File: src/rtl/bcd_pkg.sv
// bcd_pkg: shared BCD digit constants and helpers for the up/down counter.
//   BCD_MAX / BCD_MIN : digit limits
//   bcd_clamp(d)      : maps non-BCD nibbles (A..F) to 9
//   bcd_step(d, up)   : next digit value for one up or down step, wrapping 9<->0
package bcd_pkg;

    localparam logic [3:0] BCD_MAX = 4'd9;
    localparam logic [3:0] BCD_MIN = 4'd0;

    function automatic logic [3:0] bcd_clamp(input logic [3:0] d);
        return (d > BCD_MAX) ? BCD_MAX : d;
    endfunction

    function automatic logic [3:0] bcd_step(input logic [3:0] d, input logic up);
        logic [3:0] nxt;
        if (up) begin
            nxt = (d >= BCD_MAX) ? BCD_MIN : d + 4'd1;
        end else begin
            nxt = (d == BCD_MIN) ? BCD_MAX : d - 4'd1;
        end
        return nxt;
    endfunction

endpackage

File: src/rtl/bcd_digit.sv
// bcd_digit: one registered BCD decade.
//   clk, rst    : clock (rising edge), asynchronous active-high reset
//   clr         : synchronous clear to 0 (highest priority)
//   load/load_d : synchronous load of load_d, clamped to 9
//   step/up     : advance one step in the given direction
//   q           : current digit value
//   at_max      : q == 9
//   at_min      : q == 0
module bcd_digit
    import bcd_pkg::*;
(
    input  logic       clk,
    input  logic       rst,
    input  logic       clr,
    input  logic       load,
    input  logic [3:0] load_d,
    input  logic       step,
    input  logic       up,
    output logic [3:0] q,
    output logic       at_max,
    output logic       at_min
);

    logic [3:0] q_q;
    logic [3:0] q_d;

    always_comb begin
        q_d = q_q;
        if (clr) begin
            q_d = '0;
        end else if (load) begin
            q_d = bcd_clamp(load_d);
        end else if (step) begin
            q_d = bcd_step(q_q, up);
        end
    end

    always_ff @(posedge clk or posedge rst) begin
        if (rst) begin
            q_q <= '0;
        end else begin
            q_q <= q_d;
        end
    end

    assign q      = q_q;
    assign at_max = (q_q == BCD_MAX);
    assign at_min = (q_q == BCD_MIN);

endmodule

File: src/rtl/bcd_updown_counter.sv
// bcd_updown_counter: DIGITS-decade BCD up/down counter.
//   clk, rst : clock (rising edge), asynchronous active-high reset
//   clr      : synchronous clear (priority over load and en)
//   load     : synchronous load of load_val (digits > 9 clamp to 9)
//   load_val : BCD load value, digit i in [4i+3:4i]
//   en, up   : count enable and direction (1 = up)
//   count    : registered BCD value
//   tc       : combinational terminal count, en & (all 9 when up / all 0 when down)
//   wrap     : one-cycle registered pulse following a full wrap step
//   ovf      : sticky wrap flag, cleared by clr, load or rst
module bcd_updown_counter
    import bcd_pkg::*;
#(
    parameter int unsigned DIGITS = 3
) (
    input  logic                clk,
    input  logic                rst,
    input  logic                clr,
    input  logic                load,
    input  logic [4*DIGITS-1:0] load_val,
    input  logic                en,
    input  logic                up,
    output logic [4*DIGITS-1:0] count,
    output logic                tc,
    output logic                wrap,
    output logic                ovf
);

    logic [DIGITS-1:0] at_max;
    logic [DIGITS-1:0] at_min;
    logic [DIGITS-1:0] step;
    // up_run[i] / dn_run[i]: every digit below i is at 9 / at 0.
    // Entry DIGITS covers the whole counter and drives tc.
    logic [DIGITS:0]   up_run;
    logic [DIGITS:0]   dn_run;

    logic wrap_q, wrap_d;
    logic ovf_q, ovf_d;

    always_comb begin
        up_run    = '0;
        dn_run    = '0;
        up_run[0] = 1'b1;
        dn_run[0] = 1'b1;
        for (int unsigned i = 0; i < DIGITS; i++) begin
            up_run[i+1] = up_run[i] & at_max[i];
            dn_run[i+1] = dn_run[i] & at_min[i];
        end
    end

    always_comb begin
        step = '0;
        for (int unsigned i = 0; i < DIGITS; i++) begin
            step[i] = en & (up ? up_run[i] : dn_run[i]);
        end
    end

    for (genvar g = 0; g < DIGITS; g++) begin : g_digit
        bcd_digit u_digit (
            .clk    (clk),
            .rst    (rst),
            .clr    (clr),
            .load   (load),
            .load_d (load_val[4*g +: 4]),
            .step   (step[g]),
            .up     (up),
            .q      (count[4*g +: 4]),
            .at_max (at_max[g]),
            .at_min (at_min[g])
        );
    end

    assign tc = en & (up ? up_run[DIGITS] : dn_run[DIGITS]);

    // A wrap only counts when the step actually happens, i.e. clr and load
    // are not overriding it this cycle.
    always_comb begin
        wrap_d = 1'b0;
        ovf_d  = ovf_q;
        if (clr || load) begin
            ovf_d = 1'b0;
        end else if (tc) begin
            wrap_d = 1'b1;
            ovf_d  = 1'b1;
        end
    end

    always_ff @(posedge clk or posedge rst) begin
        if (rst) begin
            wrap_q <= 1'b0;
            ovf_q  <= 1'b0;
        end else begin
            wrap_q <= wrap_d;
            ovf_q  <= ovf_d;
        end
    end

    assign wrap = wrap_q;
    assign ovf  = ovf_q;

endmodule

File: config.mk
export PLATFORM = sky130hd
export DESIGN_NAME = bcd_updown_counter
export DESIGN_NICKNAME = d
export VERILOG_FILES = /design/src/rtl/bcd_pkg.sv /design/src/rtl/bcd_digit.sv /design/src/rtl/bcd_updown_counter.sv
export SDC_FILE = /design/constraint.sdc
export NUM_CORES = 1
export LEC_CHECK = 0
export CAP_MARGIN = 20
export CORE_MARGIN = 5
export CORE_UTILIZATION = 51
export DETAILED_ROUTE_END_ITERATION = 16
export GPL_TIMING_DRIVEN = 0
export PLACE_DENSITY = 0.79
export SETUP_SLACK_MARGIN = 0.2
export SLEW_MARGIN = 20
export SYNTH_ARGS = -nofsm -noshare
export SYNTH_HDL_FRONTEND = slang
export SYNTH_SLANG_ARGS = --single-unit
export TNS_END_PERCENT = 30
File: constraint.sdc
create_clock -name clk -period 2.5 [get_ports clk]
set_clock_uncertainty 0.1 [all_clocks]
set_input_delay 0.5 -clock clk [delete_from_list [all_inputs] [get_ports clk]]
set_output_delay 0.5 -clock clk [all_outputs]
set_load 0.01 [all_outputs]
==> results of run 1 <==
flip-flops by register name (all words and copies together) (netlist names):
register and flops:
g_digit.u_digit.q 12, wrap 1, ovf 1
worst reg2reg max path: cells and delay by family (launching register included):
kind / cells / cell delay, ps
buf+inv: 3 / 400
compound gates: 2 / 460
flops: 1 / 440
simple gates: 3 / 560
fa+ha+maj: 1 / 160
metrics by stage:
stage               TNS [ps]  std cells  total power (W)  utilization  setup slack (ps)
floorplan                  0        180        0.0004435            -             208.8
global route          -153.9        264        0.0008214       0.7536            -153.9
detailed placement    -786.1        241        0.0005416       0.6638            -713.3
CTS                   -99.52        261        0.0007575       0.7382            -99.52
finish                -82.71        264        0.0007718       0.7536            -82.71
global placement      -740.4        241        0.0005348       0.6638            -693.7
layout make-up:
type                            count  area share
Inverter                           18     0.03492
Sequential cell                    14      0.1710
Buffer                             13     0.03672
Multi-Input combinational cell    135      0.5057
Clock buffer                        4     0.01746
Tap cell                           31     0.01866
Timing Repair Buffer               49      0.2155
what timing repair did:
action / CTS / global route
hold buffers: 0 / 0
pin swaps: 6 / 5
endpoints found under the setup margin: 3 / 2
gates resized for setup: 22 / 5
hold endpoints to repair: 0 / 0
setup buffers: 16 / 3
per-layer routing:
layer | part of all wire | GRT usage | routed length (microns)
met5 | 0 | 0 | 0
met4 | 0.022 | 0.09091 | 92
met3 | 0.060 | 0.03197 | 247
met2 | 0.50 | 0.3503 | 2055
met1 | 0.42 | 0.2582 | 1734
logic make-up (layout without fill, tap and decap cells):
logic type / after synthesis / after routing
AO/OA/AOI/OAI: 59 / 59
AND/OR/NAND/NOR: 59 / 59
buffers and inverters: 31 / 84
flip-flops: 14 / 14
adder cells (fa/ha/maj): 12 / 12
multiplexers: 3 / 3
XOR/XNOR: 2 / 2
layout by cell type (no fill, tap or decap), types with 2 or more instances in the layout:
master	netlist	final
a211oi_1	6	6
a21oi_1	12	12
buf_4	1	17
ha_1	12	7
nand3_1	4	4
clkbuf_4	0	3
a31oi_1	7	7
o21a_1	4	4
o221ai_1	2	2
a311o_2	2	2
nor2_1	16	16
inv_4	0	2
ha_4	0	4
inv_1	18	13
dfrtp_2	0	4
xnor2_1	2	2
buf_6	3	6
inv_2	0	3
nand2b_1	4	3
clkbuf_1	8	8
clkdlybuf4s50_1	0	28
a221oi_1	3	3
o31ai_1	2	2
nor4bb_1	2	2
nand3b_1	2	2
nand2_1	5	5
and3_1	2	2
o21ai_0	13	13
nor3_1	10	10
or3_4	1	2
dfrtp_1	14	10
path summary, 6_finish.rpt:
check | start | endpoint | slack [ps]
worst min-delay path | ovf | ovf | 400
min in group asynchronous | rst | g_digit[1].u_digit.q[2] | 460
max in group asynchronous | rst | g_digit[1].u_digit.q[1] | 1420
worst min register to register | ovf | ovf | 400
worst max-delay path | g_digit[0].u_digit.q[0] | tc | -80
worst max register to register | g_digit[0].u_digit.q[0] | g_digit[2].u_digit.q[2] | 270
power by group:
part	internal [W]	switching (W)	total, W
logic	0.000175	0.000166	0.000340
registers	0.000240	0.0000160	0.000256
clock network	0.0000887	0.0000865	0.000175
synthesized netlist by cell type (all sizes together), types with 2 or more instances:
| cell type | n |
|---|---|
| inv | 18 |
| nor2 | 16 |
| dfrtp | 14 |
| o21ai | 14 |
| a21oi | 13 |
| ha | 12 |
| nor3 | 11 |
| clkbuf | 9 |
| a31oi | 7 |
| a211oi | 6 |
| nand2 | 5 |
| buf | 4 |
| nand2b | 4 |
| nand3 | 4 |
| o21a | 4 |
| a221oi | 3 |
| and3 | 3 |
| a211o | 2 |
| a311o | 2 |
| mux4 | 2 |
| nand3b | 2 |
| nor4bb | 2 |
| o221ai | 2 |
| o31ai | 2 |
| or3 | 2 |
| xnor2 | 2 |
==> Flow_metrics.wiki, run 1 <==
{| class="wikitable"
! Metric !! Value
|-
| Dominant combinational cell family by area after synthesis || compound AO/OA/AOI/OAI gates
|-
| Share of the yosys chip area belonging to registers || 0.2383
|-
| Register-to-Register Path Depth || 9
|-
| Starting utilization of the core area || 0.5331
|-
| Combined flip-flop and latch cell area || 355.3 sq um
|-
| Synth async-reset ratio || 1.000
|-
| Number of cells on the critical path || 8
|-
| Synth Warn # || 0
|-
| Residual antenna-violating net count after detailed routing || 0
|-
| Number of antenna violations at the first check in global routing || 0
|-
| MaxCap Viol Count || 0
|-
| Number of hold violations in the final report || 0
|-
| Diode count || 0
|-
| Family with the most delay on the worst path || simple AND/OR/NAND/NOR gates
|-
| Main area contributors after synthesis || dfrtp_1 (24%), ha_1 (10%), inv_1 (4.6%)
|-
| Clock latency on the worst-skew pair || 290 ps
|-
| DP Area || 1831 sq um
|-
| Post-synthesis sequential element count || 14
|-
| Via count of the first global-routing pass || 1521
|-
| Final GP Congestion || 0.8815
|-
| Data arrival time at the worst-slack endpoint || 1980 ps
|-
| DIE HEIGHT || 63.69 microns
|-
| First-pass iteration count of the detailed router || 5
|-
| Number of CTS-inserted buffers || 3
|-
| Detailed placer's ending HPWL || 2.883 mm
|-
| Post-synthesis cell count || 180
|-
| Routed Wire Length || 4.130 mm
|-
| Post-synth EDFFs || 0
|-
| H-tree levels || 1
|-
| Total grt overflow || 0
|-
| Root Driver || clkbuf_4
|-
| Post-Synth Adder-Cell Area || 0.1021
|-
| Global-route wire length before repair || 6.920 mm
|-
| Cell variety after synth || 50
|-
| Number of cells on the worst hold path || 1
|-
| Final hold slack || 397.2 ps
|-
| Overall fraction of global-route tracks in use || 0.2076
|-
| Multi-input gate area in the final layout || 1051 sq um
|-
| Worst relative slew slack || 0.6028
|-
| Worst slew pin tran || 595.1 ps
|-
| Buffers and inverters on the worst path || 3
|-
| Area enclosed by the die boundary || 4056 sq um
|-
| Crit path largest cell delay || 440 ps
|-
| Fraction of final layout cells with drive strength greater than 1 || 0.2532
|-
| Kind of capture point of the worst setup path || output port
|-
| Unrepaired setup endpoints after global routing || yes
|-
| CTS tree || yes
|-
| Post-synth design cell area || 1470 sq um
|-
| Setup violation total in the final timing report || 1
|-
| Clk sink count || 14
|-
| Static power due to leakage || 0.8472 nW
|-
| Fraction of the mapped netlist area in simple logic gates || 0.2374
|-
| Mean Syn Cell Area || 8.168 sq um
|-
| Row cnt || 19
|-
| Largest net degree at the start of global routing || 15
|-
| Total core area || 2758 sq um
|-
| Worst Path Required || 1900 ps
|-
| # IOs || 33
|-
| Maximum count of clock buffers along a single path || 2
|-
| Area overhead of the layout relative to synthesis || 41.36%
|-
| PD cells || 371.4 nW/um^2
|-
| NumNets Final || 264
|-
| Multiplexer fraction of the synthesized cell area || 0.04340
|-
| Hold Path Class || flop to flop
|-
| Number of violations reported at the end of detailed-routing iteration 0 || 127
|-
| Share of the synthesized netlist area taken by xor and xnor gates || 0.01191
|-
| Violations in the final reports || setup timing
|-
| Primary FF master, synth || dfrtp_1
|-
| Max Transition Viols Final || 0
|-
| Run status || complete, but fails checks
|-
| Largest fanout on the critical path || 2
|-
| Per-cell routed wire length || 15.64 microns
|-
| Crit path cell chain || inv_2 -> ha_4 -> nor3b_4 -> o21ai_2 -> or3_4 -> buf_6 -> nor3_4 -> buf_2
|-
| Startpoint kind of the worst setup timing path || flop
|-
| Compound-gate portion of the synthesized area || 0.2689
|-
| Post-synth net total || 210
|-
| Slowest cell on crit path || dfrtp_2
|-
| Final instance area || 2078 sq um
|-
| Overall die width || 63.69 microns
|-
| Tcrit/Tclk final || 1.033
|-
| Vias after detailed routing || 1564
|-
| IR Drop Worst-Case VDD || 0.0003031 V
|-
| Average via count per standard cell || 5.924
|-
| # fillers || 214
|-
| Fmax || 387.2 MHz
|-
| Critical path type || flop to output port
|-
| Total DRC errors in the routed layout || 0
|-
| Share of Yosys cell area claimed by the top area cell type || 0.2383
|-
| Final critical delay including setup and external delays || 2583 ps
|-
| Library cell with the largest summed area after synthesis || dfrtp_1
|-
| Clock Pin Slew Worst Setup and Hold Paths || 100 ps
|-
| Buffers on Ports || 30
|-
| Final worst-path setup slack || -82.71 ps
|}
(Power assumes the default switching activity.)
==> run 2: changes to the inputs <==
- PLACE_DENSITY: 0.79 -> 0.83
==> run 2 against run 1 <==
  * Sequential power barely moved
  * Hold slack improved by 10 ps
  * Critical path type unchanged
  * Clock-buffer cell count did not move
  * Wire length rose by 1.7%
  * Highest routed layer unchanged
  * Setup slack got worse by 18 ps
  * First-iteration DRC count rose by 13%
  * Critical path depth did not move
  * Clock power fell by 2%
  * The flow still finishes with violations (setup timing)
  * Core utilization fell by 2.5 points
  * Cell count fell by 2.7%
==> Flow_metrics.wiki, run 2 (same netlist as run 1, synthesis figures left out) <==
{| class="wikitable"
! Metric !! Value
|-
| Run status || complete, but fails checks (unchanged)
|-
| Violations in the final reports || setup timing (unchanged)
|-
| Worst slew pin tran || 568.5 ps (was 595.1 ps)
|-
| Most frequent standard cell in the layout excluding fill and tap cells || clkdlybuf4s50_1 (unchanged)
|-
| Total core area || 2758 sq um (unchanged)
|-
| Aggregate negative setup slack || -101.1 ps (was -82.71 ps)
|-
| Static power due to leakage || 0.8075 nW (was 0.8472 nW)
|-
| Number of CTS-inserted buffers || 3 (unchanged)
|-
| Total grt overflow || 0 (unchanged)
|-
| Worst Path Required || 1900 ps (about the same)
|-
| Worst hold endpoint || ovf (unchanged)
|-
| Clock latency on the worst-skew pair || 290 ps (about the same)
|-
| Register-to-Register Path Depth || 9 (unchanged)
|-
| Overall die width || 63.69 microns (unchanged)
|-
| Number of antenna violations at the first check in global routing || 0 (unchanged)
|-
| Flip-flop count of the largest register after layout || 12 (unchanged)
|-
| DIE HEIGHT || 63.69 microns (unchanged)
|-
| Root Driver || clkbuf_4 (unchanged)
|-
| Routed Wire Length || 4.201 mm (was 4.130 mm)
|-
| Setup slack on the worst flop-to-flop path || 80 ps (was 270 ps)
|-
| IR Drop Worst-Case VDD || 0.0004468 V (was 0.0003031 V)
|-
| Diode count || 0 (unchanged)
|-
| Setup WS pre-CTS || -733.7 ps (was -713.3 ps)
|-
| Max Transition Viols Final || 0 (unchanged)
|-
| Fraction of final layout cells with drive strength greater than 1 || 0.2212 (was 0.2532)
|-
| Final GP Congestion || 0.8593 (was 0.8815)
|-
| GR met2 Demand/Resource || 0.3464 (was 0.3503)
|-
| Residual antenna-violating net count after detailed routing || 0 (unchanged)
|-
| Area overhead of the layout relative to synthesis || 36.77% (was 41.36%)
|-
| Worst relative slew slack || 0.6206 (was 0.6028)
|-
| Per-cell routed wire length || 16.35 microns (was 15.64 microns)
|-
| Via count of the first global-routing pass || 1470 (was 1521)
|-
| Number of hold violations in the final report || 0 (unchanged)
|-
| Clock Pin Slew Worst Setup and Hold Paths || 90 ps (was 100 ps)
|-
| R2R Path Start || g_digit[1].u_digit.q[1] (was g_digit[0].u_digit.q[0])
|-
| Maximum count of clock buffers along a single path || 2 (unchanged)
|-
| Data arrival time at the worst-slack endpoint || 2000 ps (was 1980 ps)
|-
| Most congested layer reported by global routing || met2 (unchanged)
|-
| Top library cells by usage in the layout, fill and taps aside || clkdlybuf4s50_1 (28), nor2_1 (16), inv_1 (14) (was clkdlybuf4s50_1 (28), buf_4 (17), nor2_1 (16))
|-
| Detailed placer's ending HPWL || 2.910 mm (was 2.883 mm)
|-
| Buffers on Ports || 30 (unchanged)
|-
| Unrepaired setup endpoints after global routing || yes (unchanged)
|-
| Total DRC errors in the routed layout || 0 (unchanged)
|-
| Average via count per standard cell || 6.183 (was 5.924)
|-
| # IOs || 33 (unchanged)
|-
| Global-route wire length before repair || 6.865 mm (was 6.920 mm)
|-
| Largest fanout on the critical path || 3 (was 2)
|-
| MaxCap Viol Count || 0 (unchanged)
|-
| NumNets Final || 257 (was 264)
|-
| Starting utilization of the core area || 0.5331 (unchanged)
|-
| CTS tree || yes (unchanged)
|-
| H-tree levels || 1 (unchanged)
|-
| Vias after detailed routing || 1589 (was 1564)
|-
| Row cnt || 19 (unchanged)
|-
| Critical R2R Capture || g_digit[1].u_digit.q[3] (was g_digit[2].u_digit.q[2])
|-
| Startpoint kind of the worst setup timing path || flop (unchanged)
|-
| Worst setup startpoint || g_digit[1].u_digit.q[1] (was g_digit[0].u_digit.q[0])
|-
| Fmax || 384.5 MHz (was 387.2 MHz)
|-
| Overall fraction of global-route tracks in use || 0.2021 (was 0.2076)
|-
| Clk sink count || 14 (unchanged)
|-
| Kind of capture point of the worst setup path || output port (unchanged)
|-
| Hold Path Class || flop to flop (unchanged)
|-
| First-pass iteration count of the detailed router || 4 (was 5)
|-
| Power, Total || 0.0007538 W (was 0.0007718 W)
|-
| Critical path type || flop to output port (unchanged)
|-
| Final critical delay including setup and external delays || 2601 ps (was 2583 ps)
|-
| PD cells || 374.9 nW/um^2 (was 371.4 nW/um^2)
|-
| Number of cells on the worst hold path || 1 (unchanged)
|-
| Hold path startpoint || ovf (unchanged)
|-
| Number of violations reported at the end of detailed-routing iteration 0 || 143 (was 127)
|-
| Tcrit/Tclk final || 1.040 (was 1.033)
|-
| GRT met1 Usage || 0.2666 (was 0.2582)
|-
| Largest net degree at the start of global routing || 15 (unchanged)
|-
| Final worst-path setup slack || -101.1 ps (was -82.71 ps)
|-
| Area enclosed by the die boundary || 4056 sq um (unchanged)
|-
| Global Route met3 Usage || 0.04796 (was 0.03197)
|-
| Setup violation total in the final timing report || 1 (unchanged)
|}
-- run 2: worst max-delay path by stage --
stage | endpoint
final | tc
after global routing | tc
after CTS | tc
after detailed placement | tc
after global placement | tc
after floorplan | tc
-- run 2: power breakdown --
part,internal (W),total [W],leakage (nW),switching [W]
sequential,0.000240,0.000256,0.180,0.0000158
clock,0.0000889,0.000171,0.0210,0.0000824
combinational,0.000162,0.000326,0.606,0.000164
-- run 2: metal layers --
layer | up-vias | share of wire
met5 | - | 0
met4 | 0 | 0.0026
met3 | 4 | 0.074
met2 | 78 | 0.50
met1 | 751 | 0.42
li1 | 756 | -
-- run 2: final cells by class --
cell class / instances / area [sq um]
multi-input cells: 135 / 1046
fillers: 220 / 747.0
repair buffers: 42 / 387.9
flip-flops and latches: 14 / 355.3
plain buffers: 13 / 76.32
inverters: 18 / 70.07
well taps: 31 / 38.79
clock buffers: 4 / 36.28
-- run 2: critical path: stages, from the launching register on --
cell,delay (ps)
dfrtp_2,450
inv_4,90
ha_4,160
nand2b_4,60
o21a_1,160
or3_1,370
buf_6,140
nor3_4,120
buf_2,160
-- run 2: stage by stage --
stage          utilization  cells  hold WS, ps  instance area [sq um]
2_1_floorplan            -    180        289.1                   1491
3_3_place_gp        0.6638    241        375.9                   1831
3_5_place_dp        0.6638    241        396.0                   1831
4_1_cts             0.7264    256        417.0                   2003
5_1_grt             0.7291    257        466.2                   2011
6_report            0.7291    257        407.3                   2011
-- run 2: what timing repair did --
action	4_1_cts	5_1_grt
pin swaps	5	0
hold buffers	0	0
resized for setup	22	0
setup buffers	11	1
setup endpoints to repair	3	2
